<file path="config.mk">
export PLATFORM = sky130hd
export DESIGN_NAME = cb_logic_multi
export DESIGN_NICKNAME = d
export VERILOG_FILES = /design/src/rtl/cb_logic_multi.sv
export SDC_FILE = /design/constraint.sdc
export NUM_CORES = 1
export LEC_CHECK = 0
export CAP_MARGIN = 25
export CORE_ASPECT_RATIO = 0.7
export CORE_MARGIN = 4
export CORE_UTILIZATION = 52
export CTS_BUF_LIST = sky130_fd_sc_hd__clkbuf_4 sky130_fd_sc_hd__clkbuf_8
export CTS_CLUSTER_DIAMETER = 50
export DETAILED_ROUTE_END_ITERATION = 12
export PLACE_DENSITY = 0.84
export SLEW_MARGIN = 20
export SYNTH_ARGS = -nofsm -noshare
export SYNTH_HDL_FRONTEND = slang
export SYNTH_SLANG_ARGS = --single-unit
export TNS_END_PERCENT = 50
</file>
<file path="constraint.sdc">
create_clock -name CLK -period 2.87 [get_ports CLK]
set_input_delay 0.861 -clock CLK [delete_from_list [all_inputs] [get_ports CLK]]
set_output_delay 0.861 -clock CLK [all_outputs]
set_load 0.03 [all_outputs]
</file>
<file path="src/rtl/cb_logic_multi.sv">
// cb_logic_multi: NCH-channel charge-balance controller with auto-zero/amplify phasing, pulse count and fail detection
module cb_logic_multi #(
    parameter int NCH        = 4,
    parameter int CHW        = 2,
    parameter int AZ_CYC     = 2,
    parameter int AMP_CYC    = 1,
    parameter int MAX_PULSES = 8,
    parameter int CNTW       = 6
) (
    input  logic            CLK,
    input  logic            RST_N,
    input  logic [CHW-1:0]  CH,
    input  logic            CB_ON,
    input  logic            CAN_STI,
    input  logic            ANO_STI,
    input  logic            AMP_OUT,
    output logic            AMP_ON,
    output logic            AZ_CLK,
    output logic            AZ_CLK_N,
    output logic            CB_OK,
    output logic            CB_FAIL,
    output logic [NCH-1:0]  CB_CHNL,
    output logic [CNTW-1:0] PULSE_CNT,
    output logic [NCH-1:0]  SW_ANO_N,
    output logic [NCH-1:0]  SW_CAN
);
    localparam int PCM = AZ_CYC > AMP_CYC ? AZ_CYC : AMP_CYC;
    localparam int PCW = PCM > 1 ? $clog2(PCM) : 1;
    localparam logic [PCW-1:0] AZ_LAST = PCW'(AZ_CYC - 1);
    localparam logic [PCW-1:0] AMP_LAST = PCW'(AMP_CYC - 1);
    localparam logic [CNTW-1:0] CNT_MAX = CNTW'(MAX_PULSES);

    typedef enum logic [2:0] {IDLE, AZ, AMP, DONE, FAIL} state_t;

    state_t st, st_n;
    logic [PCW-1:0] pc, pc_n;
    logic [CHW-1:0] chq, chq_n;
    logic [CNTW-1:0] cnt_n;
    logic [NCH-1:0] ch_oh, q_oh, can_n, ano_n;
    logic fst, fst_n, sv, sv_n, ok_n, fail_n, run_n, inj;

    always_comb begin
        st_n = st;
        pc_n = pc;
        chq_n = chq;
        fst_n = fst;
        sv_n = sv;
        ok_n = CB_OK;
        fail_n = CB_FAIL;
        cnt_n = PULSE_CNT;
        if (!CB_ON) begin
            st_n = IDLE;
            pc_n = '0;
            fst_n = 1'b0;
            sv_n = 1'b0;
            ok_n = 1'b0;
            fail_n = 1'b0;
            cnt_n = '0;
        end else begin
            case (st)
                IDLE: begin
                    chq_n = CH;
                    fst_n = 1'b0;
                    pc_n = '0;
                    st_n = AZ;
                end
                AZ: if (pc == AZ_LAST) begin
                    pc_n = '0;
                    st_n = AMP;
                    if (fst && PULSE_CNT != '1) cnt_n = PULSE_CNT + 1'b1;
                end else pc_n = pc + 1'b1;
                AMP: if (pc == AMP_LAST) begin
                    pc_n = '0;
                    if (!fst) begin
                        sv_n = AMP_OUT;
                        fst_n = 1'b1;
                        st_n = AZ;
                    end else if (AMP_OUT != sv) begin
                        ok_n = 1'b1;
                        st_n = DONE;
                    end else if (PULSE_CNT == CNT_MAX) begin
                        fail_n = 1'b1;
                        st_n = FAIL;
                    end else st_n = AZ;
                end else pc_n = pc + 1'b1;
                default: ;
            endcase
        end
        ch_oh = '0;
        q_oh = '0;
        // out-of-range indices decode to all-zero, so no channel is ever driven for them
        for (int i = 0; i < NCH; i++) begin
            ch_oh[i] = CH == CHW'(i);
            q_oh[i] = chq_n == CHW'(i);
        end
        run_n = st_n == AZ || st_n == AMP;
        inj = st_n == AZ && fst_n && !CAN_STI && !ANO_STI;
        can_n = CAN_STI ? ch_oh : (inj && sv_n) ? q_oh : '0;
        ano_n = CAN_STI ? '0 : ANO_STI ? ch_oh : (inj && !sv_n) ? q_oh : '0;
    end

    always_ff @(posedge CLK or negedge RST_N) begin
        if (!RST_N) begin
            st <= IDLE;
            pc <= '0;
            chq <= '0;
            fst <= 1'b0;
            sv <= 1'b0;
            CB_OK <= 1'b0;
            CB_FAIL <= 1'b0;
            PULSE_CNT <= '0;
            AMP_ON <= 1'b0;
            AZ_CLK <= 1'b1;
            AZ_CLK_N <= 1'b0;
            CB_CHNL <= '0;
            SW_CAN <= '0;
            SW_ANO_N <= '1;
        end else begin
            st <= st_n;
            pc <= pc_n;
            chq <= chq_n;
            fst <= fst_n;
            sv <= sv_n;
            CB_OK <= ok_n;
            CB_FAIL <= fail_n;
            PULSE_CNT <= cnt_n;
            AMP_ON <= run_n;
            AZ_CLK <= st_n != AMP;
            AZ_CLK_N <= st_n == AMP;
            CB_CHNL <= run_n ? q_oh : '0;
            SW_CAN <= can_n;
            SW_ANO_N <= ~ano_n;
        end
    end
endmodule
</file>
# --- Word level (Yosys, flattened, before mapping) ---
# Index checks and enable logic that the tools add are counted.
# Widths: inputs -> output; s select.
word_totals:
  out_inout_bits: 23
  reg_bits: 31
  word_cells: 98
op_classes:
  n_reduce_logical: 16
  n_eq_ne: 24
  n_bitwise: 1
  addsub: 2
  mux: 41
op_table:
  columns: ["cell", "count"]
  rows:
  - ["$mux 4", 6]
  - ["$mux 6", 4]
  - ["$mux 1", 20]
  - ["$mux 3", 6]
  - ["$ne 2x1->1 const B", 7]
  - ["$pmux 3 s3", 1]
  - ["$eq 2x2->1 const B", 4]
  - ["$add 6x1->6 const B", 1]
  - ["$eq 3x1->1 const B", 2]
  - ["$eq 3x2->1 const B", 2]
  - ["$eq 6x4->1 const B", 1]
  - ["$logic_and 1x1->1", 6]
  - ["$ne 6x6->1 const B", 1]
  - ["$reduce_and 5->1", 1]
  - ["$eq 2x1->1 const B", 2]
  - ["$logic_not 2->1", 2]
  - ["$mux 2", 2]
  - ["$ne 2x2->1 const B", 2]
  - ["$ne 4x1->1 const B", 1]
  - ["$not 4->4", 1]
  - ["$reduce_and 4->1", 1]
  - ["$logic_not 1->1", 3]
  - ["$logic_not 3->1", 1]
  - ["$ne 3x2->1 const B", 1]
  - ["other kinds (6)", 6]

# --- Longest topological paths before layout ---
# Gate-level depths: netlist of the first run.
logic_depth:
  ltp_word: 16
  mapped_depth: 7

# --- Worst setup path after synthesis of the first run ---
# Ideal clock, no wire load.
synth_timing:
  kind: "register to register"
  startpoint: "register PULSE_CNT[2]"
  endpoint: "register SW_CAN[0]"
  required_time_ps: 2748
  path_buffers: 0
  setup_ps: 122
  period_less_slack_ps: 2320
  setup_slack_ps: 550
  path_stages_with_launch: 6
  t_arrival_ps: 2199
  cell_sequence: "dfrtp_1 -> or4b_1 -> or4_4 -> nor4bb_1 -> and3_1 -> a32o_1"
synth_between:
  elab_chain_len: 14
synth_rtl:
  columns: ["element", "line", "rtl"]
  rows:
  - ["from (decl)", "23", "output logic [CNTW-1:0] PULSE_CNT,"]
  - ["from (signal assigned)", "126", "PULSE_CNT <= cnt_n;"]
  - ["$eq 6x4->1", "81", "end else if (PULSE_CNT == CNT_MAX) begin"]
  - ["$mux 3", "81", null]
  - ["$mux 3", "78", "end else if (AMP_OUT != sv) begin"]
  - ["$mux 3", "74", "if (!fst) begin"]
  - ["$mux 3", "72", "AMP: if (pc == AMP_LAST) begin"]
  - ["$pmux 3 s3", "60", "case (st)"]
  - ["$mux 3", "51", "if (!CB_ON) begin"]
  - ["$eq 3x1->1", "97", "inj = st_n == AZ && fst_n && !CAN_STI && !ANO_STI;"]
  - ["$logic_and 1x1->1 (3 in a row)", "97", null]
  - ["$logic_and 1x1->1", "98", "can_n = CAN_STI ? ch_oh : (inj && sv_n) ? q_oh : '0;"]
  - ["$mux 4 (2 in a row)", "98", null]
  - ["via can_n[0]", "39", "logic [NCH-1:0] ch_oh, q_oh, can_n, ano_n;"]
  - ["to (signal assigned)", "131", "SW_CAN <= can_n;"]
  - ["to (decl)", "25", "output logic [NCH-1:0] SW_CAN"]
# The timed path passes the listed nets, and every way through them passes these cells.
# A chain may end at the register's enable or synchronous reset.

# --- Final worst setup path of the first run ---
layout_timing:
  startpoint: "input port AMP_OUT"
  endpoint: "register SW_ANO_N[3]"
layout_between:
  elab_chain_len: 15
layout_rtl:
  columns: ["element", "line", "rtl"]
  rows:
  - ["from (decl)", "16", "input logic AMP_OUT,"]
  - ["$ne 1x1->1", "78", null]
  - ["$mux 3", "78", null]
  - ["$mux 3", "74", null]
  - ["$mux 3", "72", null]
  - ["$pmux 3 s3", "60", null]
  - ["$mux 3", "51", null]
  - ["$eq 3x1->1", "97", null]
  - ["$logic_and 1x1->1 (3 in a row)", "97", null]
  - ["$logic_and 1x1->1 *", "99", "ano_n = CAN_STI ? '0 : ANO_STI ? ch_oh : (inj && !sv_n) ? q_oh : '0;"]
  - ["$mux 4 * (3 in a row)", "99", null]
  - ["$not 4->4 *", "132", "SW_ANO_N <= ~ano_n;"]
  - ["to (signal assigned)", "132", null]
  - ["to (decl)", "24", "output logic [NCH-1:0] SW_ANO_N,"]
# Mark *: on every way between the ends. The rest lies on a longest branch, timed or not.

==> results.cfg, run 1 <==
[die]
ioPinCount = 31
start_util = 0.5415
core-area_um2 = 2803
num_rows = 16
dieArea_um2 = 3861
die_h_um = 53.20
die-width_um = 72.57

[route]
routed_wl_mm = 3.772
viasPerCell = 5.869
ant_nets = 0
drt_iter0_markers = 139
drcViolationCount = 0
firstDrtPassIters = 5
wl_per_cell_um = 16.99
num_vias = 1303

[clocking]
cts_root_buf = clkbuf_8
clk_pin_slew_worst_paths_ps = 70
cts_setup_buffers = 0
cts_buffer_depth = 2
hold_buffers = 0
cts_sinks = 31
htree_levels = 2
cts_tree = built
clk_latency_ps = 290
numCtsBuffers = 5
cts.repair.resized = 0

[timing]
finalCriticalPeriod_ps = 2551
rsz0062_at_grt = no
fin_setup_tns_ps = 0
maxSlewViolCount = 0
final_hold_viol_count = 0
fin_skew_ps = 4.953
hold-worst-slack_ps = 556.4
setup_ws_ps = 318.5
fmax_mhz = 391.9
finalSetupViolations = 0
max_slew_margin = 0.6579
tightest_slew_ps = 508.8
fin_crit_sh = 0.8890

[global_routing]
grt_pass1_wl_mm = 6.154
grt_max_degree = 32
gr-total-overflow = 0
antenna_found_initial = 0
grt_util_all_layers = 0.2169
grt_pass1_vias = 1244

[power]
p_sw_frac = 0.2520
clockPowerShare = 0.418
p_leak_nw = 0.8669
p_int_w = 0.0007935
ir_worst_vdd_v = 0.0003133
power_frac_comb = 0.133
power_density_nw_per_um2 = 534.9
share_seq_of_total_power = 0.448
power.switching_w = 0.0002673

[yosys]
synth.top_cell.area_share = 0.4287
synth_cell_type_count = 40
synth.largest_area_cell = dfrtp_1
syn_area_um2 = 1518
avgSynthCellArea_um2 = 10.05
syn_inst = 151
yosys_warnings = 0
synth_edf_count = 0
synth_fp_nets = 161
yosys-top-cells-area = dfrtp_1, dfstp_2, nand2_1
yosysSeqAreaShare = 0.5153
synthArstFlopShare = 1.000
synth-seq-cells = 31
synth_ff_type = dfrtp_1

[critical_path]
worstPathMaxFanout = 6
cp_num_buf_inv = 1
worst_setup_path_start_kind = input port
slowest_delay_ps = 510
crit_slowest_cell = clkdlybuf4s50_1
cp.required_ps = 3080
worstPathCellList = clkdlybuf4s50_1 > xor2_1 > or4_4 > nor4bb_1 > nand3_1 > o32a_1
cp.arrival_ps = 2760
crit_type = in2reg
rr_worst_depth = 5
path_depth = 6
cpLargestDelayFamily = simple AND/OR/NAND/NOR gates
end_kind = flip-flop
ff2ff_setup_slack_ps = 540

[finish]
instances_no_fill = 222
mostFrequentLayoutCells = clkdlybuf4s50_1, dfrtp_1, nand2_1, nor2_1, inv_1
fin_area_um2 = 1983
drive_gt1_frac = 0.1075
fill_cells = 191
final_common_cell = clkdlybuf4s50_1
syn2layout_area_growth_pct = 30.67
nNetsFinal = 195
diodes = 0

[place]
dp_hpwl_mm = 2.665
gp_congestion = 0.8915
place_ws_ps = 90.53
io_buffer_count = 30
place_area_um2 = 1866
dp_cells = 214

[min_path]
min_path_cells = 2
worstHoldPathType = reg2reg

[run_status]
status = completed

[run]
drv_cap = 0
## power groups by stage
stage / clock network [W] / registers [W] / logic, W
floorplan: 0 / 0.000497 / 0.0000616
global placement: 0 / 0.000480 / 0.000136
detailed placement: 0 / 0.000482 / 0.000138
CTS: 0.000445 / 0.000475 / 0.000141
global route: 0.000471 / 0.000477 / 0.000153
finish: 0.000444 / 0.000475 / 0.000142
## registers in the layout (all words and copies together) (netlist names), 2 cells and up
register	count
PULSE_CNT	6
CB_CHNL	4
SW_ANO_N	4
SW_CAN	4
st	3
chq	2
## cell families after synthesis
kind of cell / share of synthesized area
muxes: 0.006595
and+or+nand+nor: 0.2234
AOI/OAI and AO/OA: 0.1608
adders and majority gates: 0.01649
xor gates and xnor gates: 0.03462
DFF: 0.5153
buffers and inverters: 0.04287
## synthesized netlist by cell type (2+ instances only)
cell type and count:
dfrtp_1 26, nand2_1 17, nor2_1 17, inv_1 10, a21oi_1 6, clkbuf_1 6, nor3_1 6, dfstp_2 5
o31ai_1 4, xor2_1 4, a31oi_1 3, nand3_1 3, nor2b_1 3, o32a_1 3, a21o_1 2, a22oi_1 2
and2_1 2, and3_1 2, ha_1 2, nand2b_1 2, nand4_1 2, nor3b_1 2, nor4bb_1 2, o211a_1 2
o211ai_1 2, xnor2_1 2
## layout make-up
class / count / area (um^2) / share of cell area
multi-input combinational: 103 / 670.6 / 0.3382
inverter: 10 / 37.54 / 0.01893
clock buffer: 6 / 82.58 / 0.04164
timing repair buffer: 34 / 330.3 / 0.1666
sequential: 31 / 782.0 / 0.3943
tap: 36 / 45.04 / 0.02271
clock inverter: 2 / 35.03 / 0.01767
## final timing paths
kind	start	end
max	AMP_OUT	SW_ANO_N[3]
min	CB_OK	CB_OK
max reg2reg	PULSE_CNT[2]	SW_CAN[0]
min reg2reg	CB_OK	CB_OK
max in group asynchronous	RST_N	SW_ANO_N[0]
min in group asynchronous	RST_N	SW_CAN[3]
## stage by stage
step,total power [W],utilization
2_1_floorplan,0.0005584,-
3_3_place_gp,0.0006151,0.6656
3_5_place_dp,0.0006200,0.6656
4_1_cts,0.001060,0.7076
5_1_grt,0.001101,0.7076
6_report,0.001061,0.7076
## per-layer routing
metal  up-vias  routed length (um)  track usage
met5         -                   0            0
met1       622                1560       0.2938
li1        597                   -            -
met2        72                1764       0.3323
met3        12                 360      0.05503
met4         0                  86      0.08896
## tightest hold or removal path, delay by kind of cell, from the launching register on
| kind | cells | cell delay (ps) |
|---|---|---|
| simple gates | 1 | 100 |
| compound gates | 1 | 50 |
| flops | 1 | 360 |
No activity file was read; power rests on OpenSTA's default activity.
==> run 2: changes to the inputs <==
Settings changed: CTS_CLUSTER_SIZE set to 10.
==> results of run 2 <==
The final DEF is identical to that of run 1; final timing and power are the same.
